--- config.mk ---
export PLATFORM = sky130hd
export DESIGN_NAME = buffer_mult_ctrl
export DESIGN_NICKNAME = d
export VERILOG_FILES = /design/src/rtl/buffer_mult_ctrl_pkg.sv /design/src/rtl/buffer_mult_ctrl_vld_pipe.sv /design/src/rtl/buffer_mult_ctrl.sv
export SDC_FILE = /design/constraint.sdc
export NUM_CORES = 1
export LEC_CHECK = 0
export BUFFER_PORTS_ARGS = -buffer_cell sky130_fd_sc_hd__buf_4
export CORE_MARGIN = 1
export CORE_UTILIZATION = 52
export CTS_CLUSTER_SIZE = 8
export DETAILED_ROUTE_END_ITERATION = 10
export GPL_TIMING_DRIVEN = 0
export PLACE_DENSITY_LB_ADDON = 0.25
export SLEW_MARGIN = 40
export SYNTH_ARGS = -nofsm -noshare
export SYNTH_HDL_FRONTEND = slang
export SYNTH_SLANG_ARGS = --single-unit
--- constraint.sdc ---
create_clock -name clk -period 5.2 [get_ports clk]
set_input_delay 1.3 -clock clk [delete_from_list [all_inputs] [get_ports clk]]
set_output_delay 1.3 -clock clk [all_outputs]
set_load 0.02 [all_outputs]
--- src/rtl/buffer_mult_ctrl_pkg.sv ---
// ---------------------------------------------------------------------------
// buffer_mult_ctrl_pkg
// Shared widths and FSM state encodings for the buffer/multiplier controller.
//   CNN_XLEN  : operand/product width
//   ADDR_B    : weight buffer address width
//   CAP_B     : log2 of the maximum vector length
//   AUG_FCT_B : multiplier augmentation factor width
//   state_e   : controller FSM states
// ---------------------------------------------------------------------------
package buffer_mult_ctrl_pkg;

    localparam int CNN_XLEN  = 16;
    localparam int ADDR_B    = 4;
    localparam int CAP_B     = 4;
    localparam int AUG_FCT_B = 2;

    typedef enum logic [1:0] {
        ST_IDLE  = 2'd0,
        ST_RUN   = 2'd1,
        ST_DRAIN = 2'd2,
        ST_DONE  = 2'd3
    } state_e;

endpackage

--- src/rtl/buffer_mult_ctrl_vld_pipe.sv ---
// ---------------------------------------------------------------------------
// vld_pipe
// Shift register tracking which cycles carry a real product through the
// buffer read + multiplier datapath.
//   clk, reset  : clock, asynchronous active-high reset (clears all stages)
//   vld_i       : an operand pair was issued this cycle
//   vld_o       : the product currently on the multiplier output is real
//   last_only_o : no stage other than the final one is occupied, so the
//                 pipe will be empty after this cycle
// ---------------------------------------------------------------------------
module vld_pipe #(
    parameter int DEPTH = 2
) (
    input  logic clk,
    input  logic reset,
    input  logic vld_i,
    output logic vld_o,
    output logic last_only_o
);

    logic [DEPTH-1:0] stage_q;

    always_ff @(posedge clk or posedge reset) begin
        if (reset) begin
            stage_q <= '0;
        end else begin
            stage_q[0] <= vld_i;
            for (int i = 1; i < DEPTH; i++) begin
                stage_q[i] <= stage_q[i-1];
            end
        end
    end

    assign vld_o       = stage_q[DEPTH-1];
    assign last_only_o = ((stage_q & ~(DEPTH'(1) << (DEPTH - 1))) == '0);

endmodule

--- src/rtl/buffer_mult_ctrl.sv ---
// ---------------------------------------------------------------------------
// buffer_mult_ctrl
// Controller for a dot product between a stored weight vector and a stream
// of activations. Host writes reach the weight buffer only while idle. A job
// walks len weights from base_addr, pairing each with one activation, and
// accumulates the signed products that come back MULT_LAT cycles after the
// buffer read.
//   clk, reset        : clock, asynchronous active-high reset
//   start/base_addr/len : job request (len 0 finishes immediately)
//   busy/done/result  : job status, one-cycle done pulse, held dot product
//   wr_req/addr/data  : host weight write, wr_ready while idle
//   a_valid/a_data    : activation stream, a_ready while running
//   wrb/_addr/_data   : buffer write port
//   rdb_addr          : buffer read address
//   A                 : operand to the multiplier input register
//   prod              : signed multiplier result
// ---------------------------------------------------------------------------
module buffer_mult_ctrl #(
    parameter int DATA_WID  = buffer_mult_ctrl_pkg::CNN_XLEN,
    parameter int ADDR_B    = buffer_mult_ctrl_pkg::ADDR_B,
    parameter int CAP_B     = buffer_mult_ctrl_pkg::CAP_B,
    parameter int AUG_FCT_B = buffer_mult_ctrl_pkg::AUG_FCT_B,
    parameter int MULT_LAT  = 1,
    parameter int ACC_WID   = DATA_WID + CAP_B
) (
    input  logic                clk,
    input  logic                reset,
    input  logic                start,
    input  logic [ADDR_B-1:0]   base_addr,
    input  logic [CAP_B:0]      len,
    output logic                busy,
    output logic                done,
    output logic [ACC_WID-1:0]  result,
    input  logic                wr_req,
    input  logic [ADDR_B-1:0]   wr_addr,
    input  logic [DATA_WID-1:0] wr_data,
    output logic                wr_ready,
    input  logic                a_valid,
    input  logic [DATA_WID-1:0] a_data,
    output logic                a_ready,
    output logic                wrb,
    output logic [ADDR_B-1:0]   wrb_addr,
    output logic [DATA_WID-1:0] wrb_data,
    output logic [ADDR_B-1:0]   rdb_addr,
    output logic [DATA_WID-1:0] A,
    input  logic [DATA_WID-1:0] prod
);

    import buffer_mult_ctrl_pkg::*;

    // One stage for the registered buffer read, MULT_LAT for the multiplier.
    localparam int PIPE_DEPTH = 1 + MULT_LAT;

    state_e                       state_q, state_d;
    logic        [ADDR_B-1:0]     base_q;
    logic        [ADDR_B-1:0]     rdb_addr_q;
    logic        [CAP_B:0]        len_q;
    logic        [CAP_B:0]        idx_q;
    logic        [CAP_B:0]        idx_inc;
    logic        [DATA_WID-1:0]   a_q;
    logic signed [ACC_WID-1:0]    acc_q, acc_d;
    logic        [ACC_WID-1:0]    result_q;
    logic                         job_start;
    logic                         issue;
    logic                         last_issue;
    logic                         pipe_vld;
    logic                         pipe_last;
    logic                         unused_aug;

    // The augmentation factor belongs to the external multiplier.
    assign unused_aug = ^AUG_FCT_B;

    assign job_start  = (state_q == ST_IDLE) && start;
    assign issue      = (state_q == ST_RUN) && a_valid;
    assign idx_inc    = idx_q + 1'b1;
    assign last_issue = issue && (idx_inc == len_q);

    vld_pipe #(
        .DEPTH(PIPE_DEPTH)
    ) u_vld_pipe (
        .clk        (clk),
        .reset      (reset),
        .vld_i      (issue),
        .vld_o      (pipe_vld),
        .last_only_o(pipe_last)
    );

    // ---------------- FSM: state register ----------------
    always_ff @(posedge clk or posedge reset) begin
        if (reset) begin
            state_q <= ST_IDLE;
        end else begin
            state_q <= state_d;
        end
    end

    // ---------------- FSM: next state ----------------
    always_comb begin
        state_d = state_q;
        case (state_q)
            ST_IDLE:  if (start) state_d = (len == '0) ? ST_DONE : ST_RUN;
            ST_RUN:   if (last_issue) state_d = ST_DRAIN;
            // Leave once the only product still in flight is being summed now.
            ST_DRAIN: if (pipe_last) state_d = ST_DONE;
            ST_DONE:  state_d = ST_IDLE;
            default:  state_d = ST_IDLE;
        endcase
    end

    // ---------------- FSM: outputs ----------------
    always_comb begin
        busy     = 1'b0;
        done     = 1'b0;
        a_ready  = 1'b0;
        wr_ready = 1'b0;
        wrb      = 1'b0;
        case (state_q)
            ST_IDLE: begin
                wr_ready = 1'b1;
                // Keep the buffer write strobe quiet while reset is held.
                wrb      = wr_req & ~reset;
            end
            ST_RUN: begin
                busy    = 1'b1;
                a_ready = 1'b1;
            end
            ST_DRAIN: busy = 1'b1;
            ST_DONE: begin
                busy = 1'b1;
                done = 1'b1;
            end
            default: ;
        endcase
    end

    assign wrb_addr = wr_addr;
    assign wrb_data = wr_data;

    // Read address and operand are presented in the issue cycle so the
    // buffer and operand register capture them together; they hold otherwise.
    assign rdb_addr = issue ? (base_q + ADDR_B'(idx_q)) : rdb_addr_q;
    assign A        = issue ? a_data : a_q;
    assign result   = result_q;

    always_comb begin
        acc_d = acc_q;
        if (job_start) begin
            acc_d = '0;
        end else if (pipe_vld) begin
            acc_d = acc_q + ACC_WID'(signed'(prod));
        end
    end

    always_ff @(posedge clk or posedge reset) begin
        if (reset) begin
            base_q     <= '0;
            len_q      <= '0;
            idx_q      <= '0;
            rdb_addr_q <= '0;
            a_q        <= '0;
            acc_q      <= '0;
            result_q   <= '0;
        end else begin
            acc_q      <= acc_d;
            rdb_addr_q <= rdb_addr;
            a_q        <= A;
            if (job_start) begin
                base_q <= base_addr;
                len_q  <= len;
                idx_q  <= '0;
            end else if (issue) begin
                idx_q  <= idx_inc;
            end
            // Capture the sum including any product being added this cycle.
            if (state_d == ST_DONE) begin
                result_q <= acc_d;
            end
        end
    end

endmodule

**Word-level counts from Yosys, hierarchy flattened**

Cells that the tools add are included.

- Register bits: 78
- Latch bits: 0
- RAM bits: 0
- Bits in read-only memories: 0
- Input port bits: 66
- Memories: 0

- $add $sub $neg: 3
- Multiply operators: 0
- Div/mod/pow operators: 0
- Order comparisons: 0
- Equal/unequal tests: 5
- Shift operators: 0
- Muxes and demuxes: 16
- Bitwise operators: 2
- Reductions and logical operators: 8

Operators with widths:

| cell | count |
|---|---|
| 20-bit two-way mux | 2 |
| 20-bit by 16-bit adder with 20-bit output | 1 |
| 16-bit two-way mux | 1 |
| 5-bit two-way mux | 2 |
| 2-bit two-way mux | 4 |
| 2-bit case mux with 4 select lines | 1 |
| 2-bit equality test (second input constant) | 3 |
| 5-bit by 1-bit adder with 5-bit output (second input constant) | 1 |
| 5-bit equality test | 1 |
| 5-bit zero test | 1 |
| 1-bit two-way mux | 5 |
| 4-bit adder | 1 |
| 2-bit zero test | 2 |
| 4-bit two-way mux | 1 |
| 1-bit logical AND | 3 |
| 3-bit OR reduction | 1 |
| 2-bit by 1-bit equality test with 1-bit output (second input constant) | 1 |
| 2-bit nonzero test | 1 |
| 1-bit bitwise AND | 1 |
| 1-bit NOT | 1 |

**Logic depth before layout (Yosys ltp)**

- Word-level depth: 6
- Gate-level depth with buffers: 11
- Depth with buffers taken out: 11

**Hierarchy**

Synthesis repeated with hierarchy kept, for this count alone.

- Cells, all modules: 486
- Area, all modules: 4549.4 um2

Modules (own cells, without submodules):

| module | instances | cells an instance | area each (um2) | seq. area each (um2) |
|---|---|---|---|---|
| buffer_mult_ctrl | 1 | 482 | 4491.8 | 1901.8 |
| vld_pipe | 1 | 4 | 57.6 | 50.0 |

**Worst setup path after synthesis**

Ideal clock, no wire load.

- Kind: input to output
- Start point: input reset
- End point: output wrb
- Data arrival time: 3.418 ns
- Setup slack: 0.482 ns
- Cell stages on the path: 2
- Path buffers: 0
- Cells stage by stage: inv_1 and3_1

- Longest elaborated chain between the ends: 3

RTL lines:

| item | line | source |
|---|---|---|
| start: declaration | buffer_mult_ctrl.sv:27 | `input logic reset,` |
| 1-bit NOT | buffer_mult_ctrl.sv:121 | `wrb = wr_req & ~reset;` |
| 1-bit bitwise AND | buffer_mult_ctrl.sv:121 |  |
| 1-bit two-way mux | buffer_mult_ctrl.sv:117 | `case (state_q)` |
| end: declaration | buffer_mult_ctrl.sv:41 | `output logic wrb,` |

No other way between the ends.

**Worst setup path after layout**

- Start point: input a_valid
- End point: output rdb_addr[2]

- Longest elaborated chain between the ends: 2

RTL lines:

| item | line | source |
|---|---|---|
| start: declaration | buffer_mult_ctrl.sv:38 | `input logic a_valid,` |
| 1-bit logical AND | buffer_mult_ctrl.sv:74 | `assign issue = (state_q == ST_RUN) && a_valid;` |
| 4-bit two-way mux | buffer_mult_ctrl.sv:141 | `assign rdb_addr = issue ? (base_q + ADDR_B'(idx_q)) : rdb_addr_q;` |
| end: declaration | buffer_mult_ctrl.sv:44 | `output logic [ADDR_B-1:0] rdb_addr,` |

No other way between the ends.

==> results.toml <==
[setup_path]
critical_path_class = "input port to output port"
cp_max_fo = 10
cp.arrival_ns = 2.61
startpoint_type = "input port"
r2r_slack_ns = 2.38
end_kind = "output port"
crit_required_ns = 3.90

[layout]
drive_above_1_share_pct = 27.6
mostFrequentLayoutCells = "buf_4, nand2_1, dfrtp_1"
mostFrequentLayoutCell = "buf_4"
area_growth_pct = 27.6
fin_nets = 670
antenna_cells = 0

[pwr]
ir_drop_mv = 0.366
leakage_uw = 0.00281
total_power_uw = 3270
powerDensity_nw_per_um2 = 600

[floorplanning]
die_x_um = 92.6
start_util_pct = 54.4
dieArea_um2 = 8570
core_area_um2 = 7850
rows = 32
pin_count = 131
fp.dieH_um = 92.6

[yosys]
ys_warn_count = 0
netlist_instances = 457
synth_edf_count = 0
syn_nets = 548
async_flop_share_pct = 100
yosysUniqueCellTypes = 49
ys_ff_latch = 78
yosys_most_used_dff = "dfrtp_1"
synth_area_um2 = 4270
avgSynthCellArea_um2 = 9.34
ys_seq_area_share_pct = 45.7

[route]
routed_wl_um = 9760
dr.first_iter.drc_count = 197
vias_per_cell = 5.28
drc = 0
dr.pass1.iters = 4
drt.antenna.violating_nets = 0
vias = 3619
wl_per_cell_um = 14.2

[cts]
cts_tree = "yes"
cts_setup_buffers = 0
clock-root-buffer = "clkbuf_8"
post_cts_resized = 0
ctsLongestPathBuffers = 2
cts.sinks = 78
clk_pin_slew_ns = 0.08
cts_made_buffers = 9
htreeDepth = 3
clk_latency_ns = 0.36
ctsHoldBuffers = 0

[timing]
drv_slew = 0
tightest_slew_ns = 0.654
setup_slack_ns = 1.29
rsz0062_at_grt = "no"
fmax_mhz = 256
finalHoldViolations = 0
finalSetupViolations = 0
fin_skew_ns = 0.00477
min_period_over_period_pct = 75.1
setup_tns_ns = 0
relSlewSlack_pct = 56.4
fin_crit_ns = 3.91

[grt]
grt.total_usage_pct = 24.4
grt_pass1_wl_um = 16300
grt_antenna_before_repair = 0
grt_max_degree = 44
grt_pass1_vias = 3507
overflow = 0

[placed_design]
dp_slack_ns = 1.29
post-dp-hpwl_um = 7500
io_buffers = 110
gp_congestion = 0.838

[min_path]
min_path_type = "flop to flop"

[outcome]
run_status = "completed"

[job]
max_cap_viol_count = 0
==> worst max-delay path, stage by stage <==
cell      delay (ns)
buf_4           0.11
nand2_1         0.07
clkbuf_1        0.34
clkbuf_1        0.39
nand2_1         0.09
o21ai_0         0.12
buf_4           0.20
==> final timing paths <==
path / from / to / cells after the start
min reg2reg: u_vld_pipe.stage_q[0] / u_vld_pipe.stage_q[1] / 0
min in group asynchronous: reset / result[0] / 2
min: u_vld_pipe.stage_q[0] / u_vld_pipe.stage_q[1] / 0
max: a_valid / rdb_addr[2] / 7
max reg2reg: acc_q[0] / result[14] / 11
max in group asynchronous: reset / rdb_addr_q[3] / 3
==> per-layer routing <==
metal / wire length [um] / global-route usage (%) / up-vias
li1: - / - / 1763
met1: 4300 / 31.3 / 1730
met2: 4870 / 41.4 / 108
met3: 459 / 3.45 / 18
met4: 140 / 10.0 / 0
met5: 0 / 0 / -
==> cells in the mapped netlist, types with 12 or more instances <==
library cell | n | area share [%]
buf_4 | 20 | 3.5
dfrtp_1 | 78 | 46
mux2i_1 | 12 | 2.8
a21oi_1 | 17 | 2.0
ha_1 | 23 | 6.7
nand2_1 | 109 | 9.6
xor2_1 | 12 | 2.5
o21ai_0 | 19 | 2.2
inv_1 | 15 | 1.3
xnor2_1 | 15 | 3.1
nor2_1 | 32 | 2.8
clkbuf_1 | 15 | 1.3
==> cell families (layout without fill, tap and decap cells) <==
logic type               Yosys count  in the layout  synth area share [%]
adder cells (fa/ha/maj)           25             25                  7.68
AO/OA/AOI/OAI                     84             84                  12.6
AND/OR/NAND/NOR                  170            170                  16.8
flip-flops                        78             78                  45.7
multiplexers                      20             20                  4.93
XOR/XNOR                          28             28                  5.92
buffers and inverters             52            179                  6.36
==> power by group <==
part	switching [uW]	internal [uW]	total (uW)	leakage [uW]
clock	225	235	460	0.0000955
sequential	155	865	1020	0.000990
combinational	1030	755	1790	0.00172
total	1410	1860	3270	0.00281
==> area by class of cell <==
type | instances | area, um2
Buffer | 37 | 215
Clock buffer | 11 | 141
Clock inverter | 5 | 58.8
Fill cell | 629 | 2400
Inverter | 15 | 61.3
Multi-Input combinational cell | 327 | 2040
Sequential cell | 78 | 1950
Tap cell | 102 | 128
Timing Repair Buffer | 111 | 846
==> through the flow <==
| step | hold WS, ns | util, % | std cells | cell area [um2] |
|---|---|---|---|---|
| 2_1_floorplan | 0.368 | - | 457 | 4270 |
| 3_3_place_gp | 0.383 | 66.5 | 669 | 5220 |
| 3_5_place_dp | 0.380 | 66.9 | 670 | 5250 |
| 4_1_cts | 0.399 | 69.4 | 686 | 5450 |
| 5_1_grt | 0.414 | 69.4 | 686 | 5450 |
| 6_report | 0.398 | 69.4 | 686 | 5450 |
==> registers in the layout, summed over array words and instances, names as in the netlist <==
| signal | count |
|---|---|
| a_q | 16 |
| acc_q | 20 |
| base_q | 4 |
| idx_q | 5 |
| len_q | 5 |
| rdb_addr_q | 4 |
| result | 20 |
| state_q | 2 |
| u_vld_pipe.stage_q | 2 |
Note: power is estimated with default switching activity, not from simulation.
